`src/rtl/mem_access_unit.sv`:
```
// mem_access_unit: single-request load/store sequencer for the multicycle
// datapath. Handles b/h/w/d accesses with lane alignment, load extension,
// misaligned/illegal fault reporting and an optional response timeout.
module mem_access_unit #(
  parameter int XLEN    = 32,
  parameter int TIMEOUT = 255
) (
  input  logic              clk,
  input  logic              rst,
  input  logic              req,
  input  logic              we,
  input  logic [2:0]        funct3,
  input  logic [XLEN-1:0]   addr,
  input  logic [XLEN-1:0]   wdata,
  output logic              busy,
  output logic              done,
  output logic              err,
  output logic [XLEN-1:0]   rdata,
  output logic [XLEN-1:0]   mem_address,
  output logic              mem_read,
  output logic              mem_write,
  output logic [XLEN/8-1:0] mem_byte_enable,
  output logic [XLEN-1:0]   mem_wdata,
  input  logic [XLEN-1:0]   mem_rdata,
  input  logic              mem_resp,
  output logic [XLEN/8-1:0] rmask,
  output logic [XLEN/8-1:0] wmask
);

  localparam int NB    = XLEN / 8;
  localparam int OFFW  = $clog2(NB);
  localparam int CNT_W = (TIMEOUT > 1) ? $clog2(TIMEOUT) : 1;
  localparam logic [CNT_W-1:0] CNT_LAST = CNT_W'((TIMEOUT > 0) ? TIMEOUT - 1 : 0);

  typedef enum logic [1:0] {
    IDLE   = 2'd0,
    ACCESS = 2'd1,
    DONE   = 2'd2,
    FAULT  = 2'd3
  } state_t;

  state_t           state;
  logic [CNT_W-1:0] cnt;
  logic             we_q;
  logic [2:0]       f3_q;
  logic [OFFW-1:0]  off_q;

  logic [OFFW-1:0]  off;
  logic [2:0]       off3;
  logic             bad_req;
  logic [NB-1:0]    be_next;
  logic [XLEN-1:0]  wdata_next;
  logic [XLEN-1:0]  rdata_next;

  // Encodings that are never legal for this XLEN or for a store.
  function automatic logic is_illegal(input logic st, input logic [2:0] f3);
    logic bad;
    bad = (f3 == 3'b111) || (st && f3[2]);
    if (XLEN == 32 && (f3 == 3'b011 || f3 == 3'b110)) bad = 1'b1;
    return bad;
  endfunction

  // Low address bits that must be zero for an access of this size.
  function automatic logic [2:0] align_mask(input logic [1:0] sz);
    case (sz)
      2'd0:    return 3'b000;
      2'd1:    return 3'b001;
      2'd2:    return 3'b011;
      default: return 3'b111;
    endcase
  endfunction

  // Unshifted lane mask for an access of this size.
  function automatic logic [NB-1:0] size_mask(input logic [1:0] sz);
    case (sz)
      2'd0:    return NB'(8'h01);
      2'd1:    return NB'(8'h03);
      2'd2:    return NB'(8'h0F);
      default: return NB'(8'hFF);
    endcase
  endfunction

  // Truncate the right-justified load to its size and sign/zero extend.
  function automatic logic [XLEN-1:0] extend_load(input logic [XLEN-1:0] d,
                                                  input logic [2:0] f3);
    logic signed [7:0]  b;
    logic signed [15:0] h;
    logic signed [31:0] w;
    b = d[7:0];
    h = d[15:0];
    w = d[31:0];
    case (f3)
      3'b000:  return XLEN'(b);
      3'b001:  return XLEN'(h);
      3'b010:  return XLEN'(w);
      3'b100:  return XLEN'(d[7:0]);
      3'b101:  return XLEN'(d[15:0]);
      3'b110:  return XLEN'(d[31:0]);
      default: return d;
    endcase
  endfunction

  // Request decode: lane offset, fault check and shifted lanes/data.
  always_comb begin
    off        = addr[OFFW-1:0];
    off3       = 3'(off);
    bad_req    = is_illegal(we, funct3) || ((off3 & align_mask(funct3[1:0])) != 3'b000);
    be_next    = size_mask(funct3[1:0]) << off;
    wdata_next = wdata << {off, 3'b000};
    rdata_next = extend_load(mem_rdata >> {off_q, 3'b000}, f3_q);
  end

  // Monitor masks follow the active lanes through ACCESS and DONE.
  always_comb begin
    rmask = '0;
    wmask = '0;
    if (state == ACCESS || state == DONE) begin
      if (we_q) wmask = mem_byte_enable;
      else      rmask = mem_byte_enable;
    end
  end

  // Sequencer FSM with registered strobes, status and memory-side outputs.
  always_ff @(posedge clk or posedge rst) begin
    if (rst) begin
      state           <= IDLE;
      cnt             <= '0;
      we_q            <= 1'b0;
      f3_q            <= 3'b000;
      off_q           <= '0;
      busy            <= 1'b0;
      done            <= 1'b0;
      err             <= 1'b0;
      rdata           <= '0;
      mem_address     <= '0;
      mem_read        <= 1'b0;
      mem_write       <= 1'b0;
      mem_byte_enable <= '0;
      mem_wdata       <= '0;
    end else begin
      case (state)
        IDLE: begin
          done <= 1'b0;
          err  <= 1'b0;
          if (req) begin
            we_q  <= we;
            f3_q  <= funct3;
            off_q <= off;
            busy  <= 1'b1;
            if (bad_req) begin
              // Faults complete on the next cycle without any memory strobe.
              state <= FAULT;
              done  <= 1'b1;
              err   <= 1'b1;
            end else begin
              state           <= ACCESS;
              cnt             <= '0;
              mem_read        <= !we;
              mem_write       <= we;
              mem_address     <= {addr[XLEN-1:OFFW], {OFFW{1'b0}}};
              mem_byte_enable <= be_next;
              mem_wdata       <= wdata_next;
            end
          end
        end
        ACCESS: begin
          if (mem_resp) begin
            state     <= DONE;
            done      <= 1'b1;
            err       <= 1'b0;
            mem_read  <= 1'b0;
            mem_write <= 1'b0;
            if (!we_q) rdata <= rdata_next;
          end else if (TIMEOUT != 0 && cnt == CNT_LAST) begin
            state     <= DONE;
            done      <= 1'b1;
            err       <= 1'b1;
            mem_read  <= 1'b0;
            mem_write <= 1'b0;
          end else begin
            cnt <= cnt + 1'b1;
          end
        end
        default: begin
          // DONE and FAULT both last exactly one cycle.
          state <= IDLE;
          busy  <= 1'b0;
          done  <= 1'b0;
          err   <= 1'b0;
        end
      endcase
    end
  end

endmodule

```
`config.mk`:
```
export PLATFORM = sky130hd
export DESIGN_NAME = mem_access_unit
export DESIGN_NICKNAME = d
export VERILOG_FILES = /design/src/rtl/mem_access_unit.sv
export SDC_FILE = /design/constraint.sdc
export NUM_CORES = 1
export LEC_CHECK = 0
export CAP_MARGIN = 30
export CORE_ASPECT_RATIO = 1.25
export CORE_UTILIZATION = 25
export CTS_CLUSTER_SIZE = 16
export DETAILED_ROUTE_END_ITERATION = 6
export PLACE_DENSITY = 0.59
export SYNTH_ARGS = -nofsm -noshare
export SYNTH_HDL_FRONTEND = slang
export SYNTH_SLANG_ARGS = --single-unit
```
`constraint.sdc`:
```
create_clock -name clk -period 4 [get_ports clk]
set_input_delay 0.6 -clock clk [delete_from_list [all_inputs] [get_ports clk]]
set_output_delay 0.6 -clock clk [all_outputs]
set_load 0.05 [all_outputs]
```
==> results of run 1 <==
-- cell families after synthesis --
logic type | after synthesis
and+or+nand+nor | 165
AOI/OAI and AO/OA | 124
DFF | 119
muxes | 88
buffers and inverters | 46
adders and majority gates | 4
other | 1
-- synth_stat cells, types with 2 or more instances --
master | count | area (um^2)
a211oi_1 | 8 | 60.06
a21oi_1 | 40 | 200.2
a221o_1 | 8 | 80.08
a22o_1 | 2 | 17.52
a31oi_1 | 2 | 12.51
and2_1 | 12 | 75.07
and3_1 | 4 | 25.02
buf_1 | 2 | 7.510
buf_2 | 9 | 45.04
buf_4 | 5 | 37.54
clkbuf_1 | 21 | 78.83
dfrtp_1 | 119 | 2978
ha_1 | 4 | 50.05
inv_1 | 8 | 30.03
mux2_2 | 53 | 596.8
mux2i_1 | 34 | 340.3
nand2_1 | 58 | 217.7
nand2b_1 | 3 | 18.77
nand3_1 | 17 | 85.08
nand4_1 | 2 | 12.51
nor2_1 | 42 | 157.7
nor2b_1 | 13 | 81.33
nor3_1 | 2 | 10.01
nor3_2 | 2 | 20.02
o21ai_0 | 35 | 175.2
o31ai_1 | 9 | 67.56
o41ai_1 | 4 | 35.03
or2_2 | 3 | 18.77
or4_1 | 2 | 15.01
-- report_power, final --
| group | switching (mW) | total (mW) | internal [mW] |
|---|---|---|---|
| combinational | 2.88 | 4.45 | 1.57 |
| clock | 0.623 | 1.49 | 0.867 |
| sequential | 0.339 | 2.09 | 1.75 |
-- layer usage --
layer	GRT usage	vias up	share of wire
li1	-	2365	-
met1	0.1948	2368	0.43
met2	0.2604	196	0.48
met3	0.05456	11	0.085
met4	0.04213	0	0.011
met5	0	-	0
-- worst max-delay path by stage --
stage / start / to / slack (ps) / depth (start not counted)
after floorplan: rst / busy$_DFFE_PP0P_ / 240 / 1
after global placement: funct3[2] / mem_address[15]$_DFFE_PP0P_ / 850 / 5
after detailed placement: funct3[2] / mem_address[12]$_DFFE_PP0P_ / 980 / 6
after CTS: state[1]$_DFFE_PP0P_ / rmask[0] / 950 / 5
after global routing: state[0]$_DFFE_PP0P_ / rmask[1] / 820 / 5
final: state[1]$_DFFE_PP0P_ / rmask[0] / 970 / 5
-- critical path: stages (launching register included) --
cell and delay [ps]:
dfrtp_1 360, inv_1 60, ha_1 400, nor2b_1 250, and2_1 150, clkdlybuf4s50_1 800
-- registers in the layout, summed over array words and instances, names as in the netlist, 2 cells and up --
name,count
mem_wdata,32
mem_address,30
f3_q,3
off_q,2
mem_byte_enable,4
state,2
cnt,8
rdata,32
-- final cells by class --
cell class                 instances  area, um^2
clock buffer                      17       425.4
clock inverter                    15       145.1
fill                            2310       14100
inverter                           9       36.28
multi-input combinational        383        2669
sequential                       119        2978
tap                              288       360.3
timing repair buffer             224        2245
==> results.md, run 1 <==
- Outcome: finished, violations left
- Failing checks: design-rule violations
- Clk buf depth: 2
- PD cells: 905.7 nW/um^2
- Hold-fix buffers at CTS: 0
- Launch point of the worst reg-to-reg path: state[1]$_DFFE_PP0P_
- Hold path depth: 2
- Port buffer count: 214
- RSZ-0062 raised after global routing: false
- DIE AREA: 23960 um^2
- Total CTS buffers: 17
- Warnings, synthesis: 0
- Register area share after synthesis: 0.5104
- Placed cells: 1023
- Total Wirelength: 18.38 mm
- Worst-Skew Late Latency: 410 ps
- Die height: 172.8 um
- Post-Synth Adder-Cell Area: 0.008578
- Reg2reg end: rdata[29]$_DFFE_PP0P_
- Initial antenna violation count: 0
- Simple-gate share of the synthesized area: 0.1362
- Clk_skew: 8.484 ps
- Residual DRC: 14
- Worst Path Arrival: 2430 ps
- Vias in the first global route: 5148
- Layout cell share with drive strength beyond 1: 0.1447
- Clock root cell: clkbuf_16
- # rows: 62
- Clock sink count: 119
- Mux contribution to synthesized area: 0.1645
- FFs w/ async S/R, synth: 1.000
- Synth Area in XOR/XNOR: 0
- Max Cap Viol: 0
- Starting DRT DRC Count: 163
- Crit Path Max Fanout: 5
- Reg clk slew, reported paths: 60 ps
- Post-synth EDFFs: 0
- DRT Pass-1 Iters: 7
- Main synth FF type: dfrtp_1
- Post-layout min period: 3031 ps
- Setup TNS: 0 ps
- Startpoint Class: flop
- Fin area: 8859 um^2
- Most common cell after layout, fill and taps aside: clkdlybuf4s50_1
- Post CTS Setup Buffer Count: 0
- Setup Crit Path Kind: reg -> out
- CP endpoint kind: primary output
- Synthesized flop and latch total: 119
- Post-Synthesis Cells: 547
- Ant. Diodes: 0
- Largest net degree at the start of global routing: 58
- Non-Filler Instances: 1055
- Max Slew Vio Count: 0
- Worst hold path type: reg -> reg
- Reg2reg path depth: 6
- Core ar.: 22960 um^2
- DR WL/cell: 17.42 um
- Largest family of logic cells by synthesized area: multiplexers
- Area Overhead vs Synth: 51.83%
- Synth unique cells: 53
- Final worst slack: 969.2 ps
- Post-Syn Area: 5834 um^2
- Clock H-tree levels: 4
- Slew HR: 0.3748
- R2R Setup Slk: 1220 ps
- Startpoint of the worst hold path: mem_wdata[14]$_DFFE_PP0P_
- Smallest hold slack: 476.4 ps
- # IOs: 217
- Post-DP Area: 8288 um^2
- Synth Area in Compound Gates: 0.1450
- GP Congestion: 0.8030
- Fin crit share: 0.7577
- Starting density of the core: 0.2541
- F_max: 329.9 MHz
- Resized Gates After CTS: 0
- Hold Vio Cnt, Final: 0
- Hpwl dp: 13.44 mm
- Post-Place Worst Slack: 984.8 ps
- Leakage: 3.711 nW
- Final setup fails: 0
- GRT overflow: 0
- Routed Antenna Nets: 0
- Overall routing resource usage: 0.1574
- Worst Tran Pin Value: 930.7 ps
- First-pass GRT wire length: 29.15 mm
- Mapped Avg Cell Area: 10.67 um^2
- Fin util: 0.3858
- CTS tree: built
- Data required, critical path: 3400 ps
- Most frequent cells in the layout: clkdlybuf4s50_1, dfrtp_1, nand2_1
- Die X: 138.6 um
- Worst hold endpoint: mem_wdata[14]$_DFFE_PP0P_
- NumNets Final: 862
- Vias: 4940
- Overall Power: 8.023 mW
- Via/cell ratio: 4.682
- Max VDD drop: 0.4780 mV
No activity file was read; power rests on OpenSTA's default activity.
==> run 2, diff against run 1 <==
--- a/config.mk
+++ b/config.mk
@@ -10,7 +10,7 @@
 export CORE_UTILIZATION = 25
 export CTS_CLUSTER_SIZE = 16
 export DETAILED_ROUTE_END_ITERATION = 6
-export PLACE_DENSITY = 0.59
+export PLACE_DENSITY = 0.57
 export SYNTH_ARGS = -nofsm -noshare
 export SYNTH_HDL_FRONTEND = slang
 export SYNTH_SLANG_ARGS = --single-unit
==> constraint.sdc (replaced) <==
create_clock -name clk -period 3 [get_ports clk]
set_input_delay 0.45 -clock clk [delete_from_list [all_inputs] [get_ports clk]]
set_output_delay 0.45 -clock clk [all_outputs]
set_load 0.05 [all_outputs]
==> results.md, run 2 (synthesized netlist as in run 1, its figures left out) <==
- Outcome: finished, violations left
- Failing checks: design-rule violations
- Initial antenna violation count: 0
- # IOs: 217
- Total Wirelength: 18.49 mm
- Starting density of the core: 0.2541
- Post-Place Worst Slack: 196.9 ps
- Core ar.: 22960 um^2
- Vias: 5020
- Clock share of power: 0.186
- Hold Vio Cnt, Final: 0
- Die X: 138.6 um
- Smallest hold slack: 475.6 ps
- Max layer used: met4
- Max Cap Viol: 0
- Psw: 5.095 mW
- Critical path's slowest cell: dlygate4sd2_1
- Clk_skew: 19.16 ps
- Final worst slack: 311.6 ps
- Most frequent cells in the layout: clkdlybuf4s50_1, dfrtp_1, nand2_1
- DRT Pass-1 Iters: 7
- Crit path max-delay family: buffers and inverters
- Max VDD drop: 0.5686 mV
- Max Slew Vio Count: 0
- CP endpoint kind: primary output
- Overall Power: 10.67 mW
- Setup TNS: 0 ps
- Slew HR: 0.5907
- Layout cell share with drive strength beyond 1: 0.1527
- Starting DRT DRC Count: 280
- Vias in the first global route: 5064
- DIE AREA: 23960 um^2
- Area Overhead vs Synth: 52.28%
- Worst Path Arrival: 2240 ps
- GP Congestion: 0.8210
- R2R Setup Slk: 660 ps
- Worst path bufs/invs: 2
- Data required, critical path: 2550 ps
- Clock sink count: 119
- PD cells: 1201 nW/um^2
- Placed cells: 1029
- Ant. Diodes: 0
- Clock root cell: clkbuf_16
- DR WL/cell: 17.43 um
- Sw frac: 0.4775
- Fin crit share: 0.8961
- CP max stage delay: 520 ps
- # rows: 62
- Fillers: 2315
- Crit Path Max Fanout: 5
- Reg2reg path depth: 5
- GRT overflow: 0
- Non-Filler Instances: 1061
- Worst-Skew Late Latency: 420 ps
- Total CTS buffers: 17
- Overall routing resource usage: 0.1594
- Launch point of the worst reg-to-reg path: state[1]$_DFFE_PP0P_
- Reg clk slew, reported paths: 60 ps
- First-pass GRT wire length: 29.38 mm
- DR WL met2: 8.734 mm
- CTS tree: built
- Logic pwr share: 0.553
- F_max: 372.0 MHz
- WL met3: 1.635 mm
- Fin util: 0.3869
- Clk buf depth: 2
- Reg2reg end: cnt[4]$_DFFE_PP0P_
- Pint: 5.576 mW
- Post-layout min period: 2688 ps
- Residual DRC: 16
- Final setup fails: 0
- Met1 WL: 7.882 mm
- RSZ-0062 raised after global routing: false
- Worst hold path type: in -> async
- Worst Tran Pin Value: 610.6 ps
- Biggest registers after layout: mem_wdata: 32 flops, rdata: 32 flops, mem_address: 30 flops
- Fin area: 8885 um^2
- Hpwl dp: 13.24 mm
- Largest net degree at the start of global routing: 94
- Crit path cell chain: inv_1, ha_1, nor2b_1, and2_1, dlygate4sd2_1
- Clock H-tree levels: 4
- Post-DP Area: 8324 um^2
- Most common cell after layout, fill and taps aside: clkdlybuf4s50_1
- Leakage: 3.755 nW
- Port buffer count: 214
- Die height: 172.8 um
- Startpoint Class: flop
- Setup Crit Path Kind: reg -> out
- Routed Antenna Nets: 0
- NumNets Final: 868
- Via/cell ratio: 4.731
- Sequential share of power: 0.261
[run 2: worst max-delay path by stage]
stage          cells after the start                          end                  from
4_1_cts                            5                     rmask[2]  state[0]$_DFFE_PP0P_
5_1_grt                            5                     rmask[3]  state[0]$_DFFE_PP0P_
3_3_place_gp                       5           cnt[6]$_DFFE_PP0P_             funct3[2]
3_5_place_dp                       5           cnt[4]$_DFFE_PP0P_             funct3[2]
2_1_floorplan                      7  mem_address[10]$_DFFE_PP0P_  state[0]$_DFFE_PP0P_
6_report                           5                     rmask[3]  state[0]$_DFFE_PP0P_
[run 2: worst reg2reg max path: stages (launching register included)]
cell and delay [ps]:
dfrtp_1 370, inv_1 70, ha_1 360, clkinv_1 350, or4_1 800, o41ai_2 270
[run 2: cell type report]
cell class / count / area [um^2] / area share
inverters: 9 / 37.54 / 0.004225
clock buffers: 18 / 439.2 / 0.04943
multi-input cells: 383 / 2669 / 0.3004
flip-flops and latches: 119 / 2978 / 0.3352
repair buffers: 230 / 2276 / 0.2562
well taps: 288 / 360.3 / 0.04056
clock inverters: 14 / 125.1 / 0.01408
[run 2: layer usage]
layer / up-vias / global-route usage
li1: 2384 / -
met5: - / 0
met4: 0 / 0.05278
met1: 2416 / 0.1982
met3: 16 / 0.05843
met2: 204 / 0.2551
[run 2: what timing repair did]
| action | in CTS | in global routing |
|---|---|---|
| resized for setup | 3 | 0 |
| endpoints found under the setup margin | 3 | 0 |
| hold buffers | 0 | 0 |
| setup buffers | 0 | 0 |
[run 2: power by group through the flow]
| stage | logic (mW) | clock network, mW | registers [mW] |
|---|---|---|---|
| floorplan | 1.64 | 0 | 5.05 |
| global route | 6.22 | 2.11 | 2.89 |
| global placement | 5.95 | 0 | 2.79 |
| CTS | 5.96 | 2.04 | 2.79 |
| finish | 5.91 | 1.98 | 2.78 |
| detailed placement | 5.96 | 0 | 2.81 |
==> run 3, diff against run 2 <==
--- a/config.mk
+++ b/config.mk
@@ -5,7 +5,6 @@
 export SDC_FILE = /design/constraint.sdc
 export NUM_CORES = 1
 export LEC_CHECK = 0
-export CAP_MARGIN = 30
 export CORE_ASPECT_RATIO = 1.25
 export CORE_UTILIZATION = 25
 export CTS_CLUSTER_SIZE = 16
==> results of run 3 <==
Final layout, timing and power as in run 2 (identical DEF).
